==> src/rtl/reservation_station.sv <==
// Reservation station: buffers dispatched uops, snoops the CDB to wake
// pending operands, and issues the lowest-index fully-ready entry to one FU.
module reservation_station #(
    parameter int unsigned DEPTH = 4,
    parameter int unsigned OP_W  = 6
) (
    input  logic            clk,
    input  logic            rst,
    input  logic            flush,
    input  logic            dispatch_valid,
    output logic            dispatch_ready,
    input  logic [OP_W-1:0] dispatch_op,
    input  logic [5:0]      dispatch_dest_tag,
    input  logic [32:0]     dispatch_src1,
    input  logic [32:0]     dispatch_src2,
    input  logic            cdb_valid,
    input  logic [5:0]      cdb_tag,
    input  logic [31:0]     cdb_data,
    output logic            issue_valid,
    input  logic            issue_ready,
    output logic [OP_W-1:0] issue_op,
    output logic [5:0]      issue_dest_tag,
    output logic [31:0]     issue_src1,
    output logic [31:0]     issue_src2,
    output logic [3:0]      occupancy
);

    localparam int unsigned IDX_W  = (DEPTH > 1) ? $clog2(DEPTH) : 1;
    localparam int unsigned TAG_W  = 6;
    localparam int unsigned DATA_W = 32;
    localparam int unsigned CNT_W  = 4;

    logic [DEPTH-1:0]  valid_q, valid_d;
    logic [OP_W-1:0]   op_q      [DEPTH];
    logic [OP_W-1:0]   op_d      [DEPTH];
    logic [TAG_W-1:0]  dest_q    [DEPTH];
    logic [TAG_W-1:0]  dest_d    [DEPTH];
    logic [DEPTH-1:0]  s1_rdy_q, s1_rdy_d;
    logic [DEPTH-1:0]  s2_rdy_q, s2_rdy_d;
    logic [DATA_W-1:0] s1_data_q [DEPTH];
    logic [DATA_W-1:0] s1_data_d [DEPTH];
    logic [DATA_W-1:0] s2_data_q [DEPTH];
    logic [DATA_W-1:0] s2_data_d [DEPTH];
    logic [TAG_W-1:0]  s1_tag_q  [DEPTH];
    logic [TAG_W-1:0]  s1_tag_d  [DEPTH];
    logic [TAG_W-1:0]  s2_tag_q  [DEPTH];
    logic [TAG_W-1:0]  s2_tag_d  [DEPTH];
    logic [CNT_W-1:0]  occ_q, occ_d;

    logic [DEPTH-1:0]  issuable;
    logic [IDX_W-1:0]  free_idx;
    logic              free_found;
    logic [IDX_W-1:0]  sel_idx;
    logic              sel_found;
    logic              dispatch_fire;
    logic              issue_fire;

    assign issuable       = valid_q & s1_rdy_q & s2_rdy_q;
    assign dispatch_ready = (occ_q < CNT_W'(DEPTH));
    assign dispatch_fire  = dispatch_valid && dispatch_ready;
    assign issue_valid    = sel_found;
    assign issue_fire     = sel_found && issue_ready;
    assign occupancy      = occ_q;

    // Lowest-index free slot for dispatch
    always_comb begin
        free_idx   = '0;
        free_found = 1'b0;
        for (int unsigned i = 0; i < DEPTH; i++) begin
            if (!free_found && !valid_q[i]) begin
                free_found = 1'b1;
                free_idx   = IDX_W'(i);
            end
        end
    end

    // Fixed-priority select of the lowest-index issuable entry
    always_comb begin
        sel_idx   = '0;
        sel_found = 1'b0;
        for (int unsigned i = 0; i < DEPTH; i++) begin
            if (!sel_found && issuable[i]) begin
                sel_found = 1'b1;
                sel_idx   = IDX_W'(i);
            end
        end
    end

    // Issue payload, forced to zero when nothing is presented
    always_comb begin
        issue_op       = '0;
        issue_dest_tag = '0;
        issue_src1     = '0;
        issue_src2     = '0;
        if (sel_found) begin
            issue_op       = op_q[sel_idx];
            issue_dest_tag = dest_q[sel_idx];
            issue_src1     = s1_data_q[sel_idx];
            issue_src2     = s2_data_q[sel_idx];
        end
    end

    // Next-state: wakeup, issue retire, dispatch write; flush squashes all
    always_comb begin
        valid_d   = valid_q;
        op_d      = op_q;
        dest_d    = dest_q;
        s1_rdy_d  = s1_rdy_q;
        s2_rdy_d  = s2_rdy_q;
        s1_data_d = s1_data_q;
        s2_data_d = s2_data_q;
        s1_tag_d  = s1_tag_q;
        s2_tag_d  = s2_tag_q;
        occ_d     = occ_q;

        if (flush) begin
            valid_d = '0;
            occ_d   = '0;
        end else begin
            // CDB wakeup of pending sources in valid entries
            if (cdb_valid) begin
                for (int unsigned i = 0; i < DEPTH; i++) begin
                    if (valid_q[i] && !s1_rdy_q[i] && (s1_tag_q[i] == cdb_tag)) begin
                        s1_rdy_d[i]  = 1'b1;
                        s1_data_d[i] = cdb_data;
                    end
                    if (valid_q[i] && !s2_rdy_q[i] && (s2_tag_q[i] == cdb_tag)) begin
                        s2_rdy_d[i]  = 1'b1;
                        s2_data_d[i] = cdb_data;
                    end
                end
            end

            if (issue_fire) begin
                valid_d[sel_idx] = 1'b0;
            end

            // The free slot is never the issuing slot, so these cannot collide
            if (dispatch_fire) begin
                valid_d[free_idx]   = 1'b1;
                op_d[free_idx]      = dispatch_op;
                dest_d[free_idx]    = dispatch_dest_tag;
                s1_tag_d[free_idx]  = dispatch_src1[TAG_W-1:0];
                s2_tag_d[free_idx]  = dispatch_src2[TAG_W-1:0];
                s1_rdy_d[free_idx]  = dispatch_src1[32] ||
                                      (cdb_valid && (cdb_tag == dispatch_src1[TAG_W-1:0]));
                s2_rdy_d[free_idx]  = dispatch_src2[32] ||
                                      (cdb_valid && (cdb_tag == dispatch_src2[TAG_W-1:0]));
                s1_data_d[free_idx] = dispatch_src1[32] ? dispatch_src1[DATA_W-1:0] : cdb_data;
                s2_data_d[free_idx] = dispatch_src2[32] ? dispatch_src2[DATA_W-1:0] : cdb_data;
            end

            occ_d = occ_q + CNT_W'(dispatch_fire) - CNT_W'(issue_fire);
        end
    end

    // State registers with asynchronous clear
    always_ff @(posedge clk or posedge rst) begin
        if (rst) begin
            valid_q  <= '0;
            s1_rdy_q <= '0;
            s2_rdy_q <= '0;
            occ_q    <= '0;
            for (int unsigned i = 0; i < DEPTH; i++) begin
                op_q[i]      <= '0;
                dest_q[i]    <= '0;
                s1_data_q[i] <= '0;
                s2_data_q[i] <= '0;
                s1_tag_q[i]  <= '0;
                s2_tag_q[i]  <= '0;
            end
        end else begin
            valid_q   <= valid_d;
            s1_rdy_q  <= s1_rdy_d;
            s2_rdy_q  <= s2_rdy_d;
            occ_q     <= occ_d;
            op_q      <= op_d;
            dest_q    <= dest_d;
            s1_data_q <= s1_data_d;
            s2_data_q <= s2_data_d;
            s1_tag_q  <= s1_tag_d;
            s2_tag_q  <= s2_tag_d;
        end
    end

endmodule
==> config.mk <==
export PLATFORM = sky130hd
export DESIGN_NAME = reservation_station
export DESIGN_NICKNAME = d
export VERILOG_FILES = /design/src/rtl/reservation_station.sv
export SDC_FILE = /design/constraint.sdc
export NUM_CORES = 1
export LEC_CHECK = 0
export ABC_AREA = 0
export CAP_MARGIN = 0
export CORE_MARGIN = 10
export CORE_UTILIZATION = 55
export CTS_BUF_LIST = sky130_fd_sc_hd__clkbuf_8
export CTS_CLUSTER_DIAMETER = 50
export DETAILED_ROUTE_END_ITERATION = 6
export GPL_TIMING_DRIVEN = 0
export PLACE_DENSITY = 0.77
export SYNTH_ARGS = -nofsm -noshare
export SYNTH_HDL_FRONTEND = slang
export SYNTH_SLANG_ARGS = --single-unit
export TNS_END_PERCENT = 5
==> constraint.sdc <==
create_clock -name clk -period 30.1 [get_ports clk]
set_clock_uncertainty 0.2 [all_clocks]
set_input_delay 6.02 -clock clk [delete_from_list [all_inputs] [get_ports clk]]
set_output_delay 6.02 -clock clk [all_outputs]
set_load 0.005 [all_outputs]
# == Word level (Yosys, flattened, before mapping) ==
# Cells that the tools add are included.
# totals
register_bits,368
latch_bits,0
mem_bits_rw,0
romBits,0
inputBits,122
output_inout_bits,82
elab_cells,184
n_memories,0
# op_classes
add_sub_neg,2
multipliers,0
div_mod_pow,0
magnitude_cmp,8
eq_ne,10
shift,0
mux,80
bitwise_logic,8
reduce_logical,48
# op_table
operator,count
128-bit two-way mux,6
32-bit two-way mux,17
128-bit bitwise mux,2
32-bit binary-select mux with 2-bit select,2
24-bit bitwise mux,4
32-bit demux with 2-bit select,1
6-bit equality test,10
4-bit two-way mux,11
6-bit two-way mux,7
1-bit logical AND,29
6-bit binary-select mux with 2-bit select,2
1-bit two-way mux,19
1-bit zero test,16
4-bit AND,3
6-bit demux with 2-bit select,1
4-bit bitwise mux,2
2-bit two-way mux,4
"3-bit greater-or-equal comparator, second input constant",2
"2-bit by 3-bit less-than comparator with 1-bit output, second input constant",2
2-bit inverter with 3-bit output,2
4-bit by 1-bit adder with 4-bit output,1
1-bit demux with 2-bit select,2
"2-bit by 1-bit greater-or-equal comparator with 1-bit output, second input constant",2
"4-bit by 3-bit less-than comparator with 1-bit output, second input constant",1
other kinds (7),8

# == Depth between registers and ports, before layout ==
# Gate-level depths: netlist (run 1).
# depth
depth_word,23
ltp_mapped,12
depth_no_buf,10

# == Least setup slack after synthesis (run 1) ==
# Ideal clock, no wire load.
# synth_timing
path_type,reg2out
startpoint,register valid_q[0]
endpoint,output issue_dest_tag[4]
t_arrival_ns,1.717
required_time_ns,23.880
slack_ns,22.163
stages_incl_launch_ff,9
n_path_buf,4
cell_sequence,dfrtp_1 -> buf_2 -> nand3_1 -> nand2b_1 -> clkbuf_1 -> clkbuf_1 -> clkbuf_1 -> o22ai_1 -> nor2_1
# synth_between
elab_chain_cells,17
elab_cells_between_ends,20
cone_classes,11 x mux; 3 x bitwise; 6 x reduce/logical
# synth_rtl
item,line_no,source
from (decl),33,"logic [DEPTH-1:0] valid_q, valid_d;"
from (signal assigned),173,valid_q <= valid_d;
4-bit AND (*) (2 in series),58,assign issuable = valid_q & s1_rdy_q & s2_rdy_q;
1-bit two-way mux (*),82,if (!sel_found && issuable[i]) begin
1-bit zero test,82,
1-bit logical AND,82,
1-bit two-way mux,82,
1-bit zero test,82,
1-bit logical AND,82,
1-bit two-way mux,82,
1-bit zero test,82,
1-bit logical AND,82,
2-bit two-way mux,82,
2-bit inverter with 3-bit output (not written as such),97,issue_dest_tag = dest_q[sel_idx];
6-bit binary-select mux with 2-bit select,97,
6-bit two-way mux (not written as such) (2 in series),97,
6-bit two-way mux (*),95,if (sel_found) begin
to (decl),22,"output logic [5:0] issue_dest_tag,"
# Every way passes the cells marked *; elsewhere a longest branch is shown, timed or not. The select of a mux whose other input is x is not followed.

# == Worst setup path in the final report (run 1) ==
# layout_timing
startpoint,register valid_q[0]
endpoint,output issue_src1[26]
# layout_between
elab_chain_cells,17
elab_cells_between_ends,20
cone_classes,11 x mux; 3 x bitwise; 6 x reduce/logical
# layout_rtl
item,line_no,source
4-bit AND (*) (2 in series),58,
1-bit two-way mux (*),82,
1-bit zero test,82,
1-bit logical AND,82,
1-bit two-way mux,82,
1-bit zero test,82,
1-bit logical AND,82,
1-bit two-way mux,82,
1-bit zero test,82,
1-bit logical AND,82,
2-bit two-way mux,82,
2-bit inverter with 3-bit output (not written as such),98,issue_src1 = s1_data_q[sel_idx];
32-bit binary-select mux with 2-bit select,98,
32-bit two-way mux (not written as such) (2 in series),98,
32-bit two-way mux (*),95,
to (decl),23,"output logic [31:0] issue_src1,"
# Marked as above.

==> results of run 1 <==
[cells by family (layout without fill, tap and decap cells)]
group | Yosys count | in the layout | synth area share (%)
simple gates | 527 | 527 | 12.2
fa+ha+maj | 6 | 6 | 0.401
buf+inv | 320 | 634 | 6.19
flops | 368 | 368 | 44.7
mux | 112 | 112 | 5.96
compound gates | 765 | 765 | 27.9
xor+xnor | 62 | 62 | 2.64
[worst min-delay path by stage]
stage / start / slack, ns / endpoint / cells after the start
2_1_floorplan: dest_q[18]$_DFFE_PP0P_ / 0.25 / dest_q[18]$_DFFE_PP0P_ / 2
3_3_place_gp: dest_q[18]$_DFFE_PP0P_ / 0.26 / dest_q[18]$_DFFE_PP0P_ / 2
3_5_place_dp: op_q[18]$_DFFE_PP0P_ / 0.27 / op_q[18]$_DFFE_PP0P_ / 2
4_1_cts: dest_q[23]$_DFFE_PP0P_ / 0.28 / dest_q[23]$_DFFE_PP0P_ / 2
5_1_grt: op_q[10]$_DFFE_PP0P_ / 0.32 / op_q[10]$_DFFE_PP0P_ / 1
6_report: dest_q[23]$_DFFE_PP0P_ / 0.28 / dest_q[23]$_DFFE_PP0P_ / 2
[worst max-delay path: stages (launching register included)]
cell and delay (ns):
dfrtp_1 0.32, buf_2 0.19, nand3_1 0.66, nand2b_1 0.28
clkbuf_1 0.40, clkbuf_1 0.66, clkbuf_1 0.80, o22ai_1 0.27
nor2_1 0.23, clkdlybuf4s50_1 0.54
[per-layer routing]
metal,global-route usage [%],wire length [um],up-vias
met5,0.999,73,-
met4,23.4,5790,4
met3,16.4,14400,475
met2,59.8,40400,2077
met1,51.1,35200,10600
li1,-,-,8905
[layout by cell type (no fill, tap or decap), types with 7 or more instances in the layout]
master	n
nor2b_1	33
a311oi_1	32
inv_1	107
nand4_1	7
a21oi_1	11
buf_1	17
nand2_1	124
a221oi_1	138
a211o_1	31
buf_2	26
clkbuf_1	186
nor4_1	66
nand3_1	13
dfrtp_1	368
mux2_2	85
o22ai_1	231
and2_1	25
nor2_1	192
xnor2_1	23
mux2i_1	27
a211oi_1	273
clkdlybuf4s50_1	195
nand2b_1	13
nor3_1	20
clkbuf_8	82
o221a_2	22
xor2_1	39
[metrics by stage]
stage | hold slack (ns) | std cells | utilization, %
after floorplan | 0.246 | 2160 | -
after global placement | 0.258 | 2823 | 62.9
after detailed placement | 0.267 | 2827 | 63.2
after CTS | 0.282 | 2942 | 66.7
after global routing | 0.318 | 2942 | 66.7
final | 0.285 | 2942 | 66.7
[power by group]
group	internal, mW	switching [mW]
Sequential	0.599	0.0714
Combinational	0.210	0.288
Clock	0.246	0.229
[layout make-up]
class,count,area (sq um)
tap,468,586
sequential,368,9210
buffer,235,956
fill,2995,12200
inverter,85,327
clock buffer,82,1130
multi-input combinational,1472,10100
clock inverter,33,153
timing repair buffer,199,2050
[state kept, by name, indices dropped and copies added (netlist names)]
register	count
s2_tag_q	24
dest_q	24
s2_data_q	128
s1_data_q	128
valid_q	4
occupancy	4
s1_rdy_q	4
op_q	24
s2_rdy_q	4
s1_tag_q	24
==> summary.txt, run 1 <==
Top-Level Pins -> 204
Synth cell count leaders -> dfrtp_1, a211oi_1, o22ai_1
Main flop type after synthesis -> dfrtp_1
Clock sink count -> 368
#FFs+latches synth -> 368
Largest area contributor in the netlist -> dfrtp_1
Pwr Density -> 66.9 nW/um^2
CTS Hold Buffers Added -> 0
Yosys cell types -> 54
Final ANT Viol Nets -> 0
Max-slew violation count -> 8
Syn Inst Count -> 2160
Worst VDD drop -> 55.7 uV
TritonCTS clock tree -> yes
Most common cell in the netlist -> dfrtp_1
DR iter-0 viols -> 4134
R2R cell count -> 11
Pleak -> 10.1 nW
Share of cells above drive strength 1 -> 9.94%
Sequential-to-total area share from yosys stat -> 44.7%
Final Wtd Congestion -> 1.00
FMAX -> 89.3 MHz
Htree depth -> 3
Yosys top cell area share -> 44.7%
R2R Path Start -> valid_q[0]$_DFF_PP0_
Final setup margin -> 18.90 ns
Global-route wire length before repair -> 140000 um
Worst-Margin Slew -> 1.67 ns
Synthesized netlist net count -> 2288
Vias in the first global route -> 21800
Final Hold Fails -> 0
Initial Util -> 56.0%
Die area -> 45600 sq um
Crit path to -> issue_src1[26]
Overall power -> 1.64 mW
Syn Std Cell Area -> 20600 sq um
Setup repair bufs after CTS -> 0
WL/cell -> 32.6 um
FFs w/ async S/R, synth -> 100%
CTS max path bufs -> 3
Crit-path max FO -> 10
Yosys Warn Count -> 0
Via-per-instance ratio -> 7.51
Slew HR -> -12.0%
WP data required -> 23.88 ns
Worst Path Arrival -> 4.98 ns
Failing checks -> design-rule violations, max-capacitance violations, max-slew violations
DIE HEIGHT -> 214 um
Unrepaired setup endpoints after global routing -> false
Largest net degree at the start of global routing -> 125
Synth top area cells -> dfrtp_1, a211oi_1, o22ai_1, a221oi_1, mux2_2
Critical path launch point type -> flip-flop
Initial antenna violation count -> 3
Rows -> 70
DP Area -> 23300 sq um
TritonCTS Buffers -> 67
Post-route cell area -> 24500 sq um
Outcome -> finished with violations
Mean Syn Cell Area -> 9.54 sq um
DP HPWL -> 66800 um
Reg clk slew, reported paths -> 0.06 ns
Vias -> 22100
Setup CP Type -> flip-flop to output pin
GRT Util Overall -> 41.1%
Max Cap Viol -> 2
Post-synth EDFFs -> 0
Place WS -> 19.97 ns
Setup TNS -> 0 ns
Antenna fix cells -> 0
Crit end category -> output pin
Min cycle time layout -> 11.20 ns
Critical path startpoint -> valid_q[0]$_DFF_PP0_
R2R setup slack -> 26.02 ns
Fin nets -> 2556
Min-Delay Path Class -> flip-flop to flip-flop
GR Overflow Total -> 0
CTS root buf -> clkbuf_8
Critical R2R Capture -> occupancy[2]$_DFF_PP0_
DR DRC count -> 22
Die X -> 214 um
PortBufs -> 195
Fin crit share -> 37.2%
Initial DRT Pass Iterations -> 7
Clk_lat worst skew -> 0.64 ns
Core region area -> 36800 sq um
Resized cells post-CTS -> 0
Final setup viols -> 0
Area growth syn-to-layout -> 19.1%
DRT Wirelength -> 95900 um
Note: power is estimated with default switching activity, not from simulation.
==> run 2, diff against run 1 <==
CORE_UTILIZATION = 54   (was 55)
PLACE_DENSITY = 0.79   (was 0.77)
clock period = 10.2 ns   (was 30.1 ns; I/O delays follow)
==> run 2 against run 1 <==
Compared with the run above: the run ends with max-capacitance violations, max-slew violations left; critical path type unchanged; sequential share of layout area decreased by 0.24 points; first-iteration DRC count decreased by 7.4%; final cell count increased by 1.8%; register-to-register slack got worse by 20 ns; non-clock buffer count increased by 7.
==> summary.txt, run 2 (synthesized netlist as in run 1, its figures left out) <==
Internal power -> 3.10 mW
Combinational power share -> 30.2%
Core region area -> 37700 sq um
Share of power burned in registers -> 40.9%
Via-per-instance ratio -> 7.39
Worst hold path cell count -> 2
Final Wtd Congestion -> 1.03
Share of cells above drive strength 1 -> 10.2%
Crit end category -> output pin
Max Cap Viol -> 1
Min-Delay Path Class -> flip-flop to flip-flop
Worst Path Arrival -> 4.91 ns
Initial antenna violation count -> 4
Final setup margin -> 3.05 ns
Final Hold Fails -> 0
Critical path startpoint -> valid_q[2]$_DFF_PP0_
Min cycle time layout -> 7.15 ns
Multi-input logic area -> 10100 sq um
Fin crit share -> 70.1%
Top-Level Pins -> 204
Setup TNS -> 0 ns
Place WS -> 4.06 ns
Pwr Density -> 195 nW/um^2
Slew HR -> -6.06%
Net Switching -> 1.72 mW
WL/cell -> 31.5 um
DRT Wirelength -> 94300 um
Outcome -> finished with violations
Rows -> 71
Failing checks -> max-capacitance violations, max-slew violations
DR iter-0 viols -> 3829
CTS Hold Buffers Added -> 0
Clock sink count -> 368
Crit path to -> issue_src1[13]
DIE HEIGHT -> 215 um
Largest regs -> s1_data_q: 128 flops, s2_data_q: 128 flops
Filler instances -> 3170
Antenna fix cells -> 0
Most frequent cells in the layout -> dfrtp_1, a211oi_1, o22ai_1, clkdlybuf4s50_1, nor2_1
DR DRC count -> 0
Die area -> 46400 sq um
Clock power frac -> 28.9%
Max-slew violation count -> 8
TritonCTS clock tree -> yes
Vias -> 22100
Initial DRT Pass Iterations -> 7
Setup CP Type -> flip-flop to output pin
Worst VDD drop -> 162 uV
CTS max path bufs -> 3
PortBufs -> 195
Unrepaired setup endpoints after global routing -> false
Worst-Margin Slew -> 1.58 ns
Final setup viols -> 0
Resized cells post-CTS -> 0
Htree depth -> 3
R2R setup slack -> 6.33 ns
Vias in the first global route -> 22300
FMAX -> 140 MHz
# placed instances -> 2877
R2R cell count -> 8
Setup repair bufs after CTS -> 0
DP HPWL -> 66300 um
Pleak -> 10.1 nW
Switching Fraction -> 35.7%
Register area -> 9210 sq um
Clk_lat worst skew -> 0.65 ns
Commonest non-fill, non-tap cell in the layout -> dfrtp_1
WP data required -> 7.96 ns
CTS root buf -> clkbuf_8
R2R Path Start -> occupancy[2]$_DFF_PP0_
Reg clk slew, reported paths -> 0.06 ns
GR Overflow Total -> 0
Area growth syn-to-layout -> 19.9%
Critical R2R Capture -> s1_data_q[93]$_DFFE_PP0N_
Initial Util -> 54.7%
Final std cells w/o fill -> 2994
Crit-path max FO -> 10
Die X -> 215 um
Fin nets -> 2563
GRT Util Overall -> 39.3%
Global-route wire length before repair -> 140000 um
Critical path launch point type -> flip-flop
TritonCTS Buffers -> 67
Final ANT Viol Nets -> 0
Largest net degree at the start of global routing -> 41
[run 2: changes by cell type in the layout (fill, tap and decap cells not counted)]
cell / before / now
clkbuf_8: 82 / 80
buf_16: 3 / 0
inv_1: 107 / 108
clkinvlp_4: 5 / 6
clkinv_2: 4 / 7
inv_8: 1 / 0
buf_12: 0 / 10
[run 2: power groups by stage]
stage | clock network [mW] | logic, mW | registers [mW]
6_report | 1.39 | 1.46 | 1.97
5_1_grt | 1.45 | 1.55 | 2.00
4_1_cts | 1.38 | 1.41 | 1.96
3_5_place_dp | 0 | 1.41 | 1.98
3_3_place_gp | 0 | 1.36 | 1.97
2_1_floorplan | 0 | 0.847 | 1.93
[run 2: routing by layer]
metal | vias to the layer above | global-route usage (%) | part of all wire [%]
li1 | 8883 | - | -
met1 | 10600 | 48.5 | 36
met2 | 2082 | 57.5 | 43
met3 | 510 | 15.2 | 15
met4 | 4 | 22.8 | 6.3
met5 | - | 0 | 0.029
[run 2: cell type report]
type                    count  area share, %
well taps                 511           2.59
clock buffers              80           4.46
clock inverters            37          0.694
flip-flops and latches    368           37.3
plain buffers             235           3.87
repair buffers            206           8.76
multi-input cells        1472           41.0
inverters                  85           1.31
[run 2: how the worst min path moves through the flow]
stage / slack, ns / end / start
floorplan: 0.25 / dest_q[18]$_DFFE_PP0P_ / dest_q[18]$_DFFE_PP0P_
global placement: 0.26 / dest_q[23]$_DFFE_PP0P_ / dest_q[23]$_DFFE_PP0P_
detailed placement: 0.26 / dest_q[19]$_DFFE_PP0P_ / dest_q[19]$_DFFE_PP0P_
CTS: 0.28 / dest_q[19]$_DFFE_PP0P_ / dest_q[19]$_DFFE_PP0P_
global route: 0.30 / op_q[19]$_DFFE_PP0P_ / op_q[19]$_DFFE_PP0P_
finish: 0.28 / dest_q[19]$_DFFE_PP0P_ / dest_q[19]$_DFFE_PP0P_
[run 2: critical path, cell delays in order, from the launching register on]
cell,delay [ns]
dfrtp_1,0.46
and3_1,0.20
clkbuf_1,0.30
nor2_1,0.68
clkbuf_1,0.79
clkbuf_1,0.70
a221oi_1,0.16
nor2_1,0.34
clkdlybuf4s50_1,0.59
[run 2: stage by stage]
stage               power, mW  hold WS, ns  cell area [sq um]  util (%)
floorplan                2.78        0.246              20600         -
global placement         3.33        0.258              23200      61.6
detailed placement       3.39        0.262              23400      62.2
CTS                      4.76        0.279              24700      65.5
global route             5.00        0.302              24700      65.6
finish                   4.83        0.283              24700      65.6
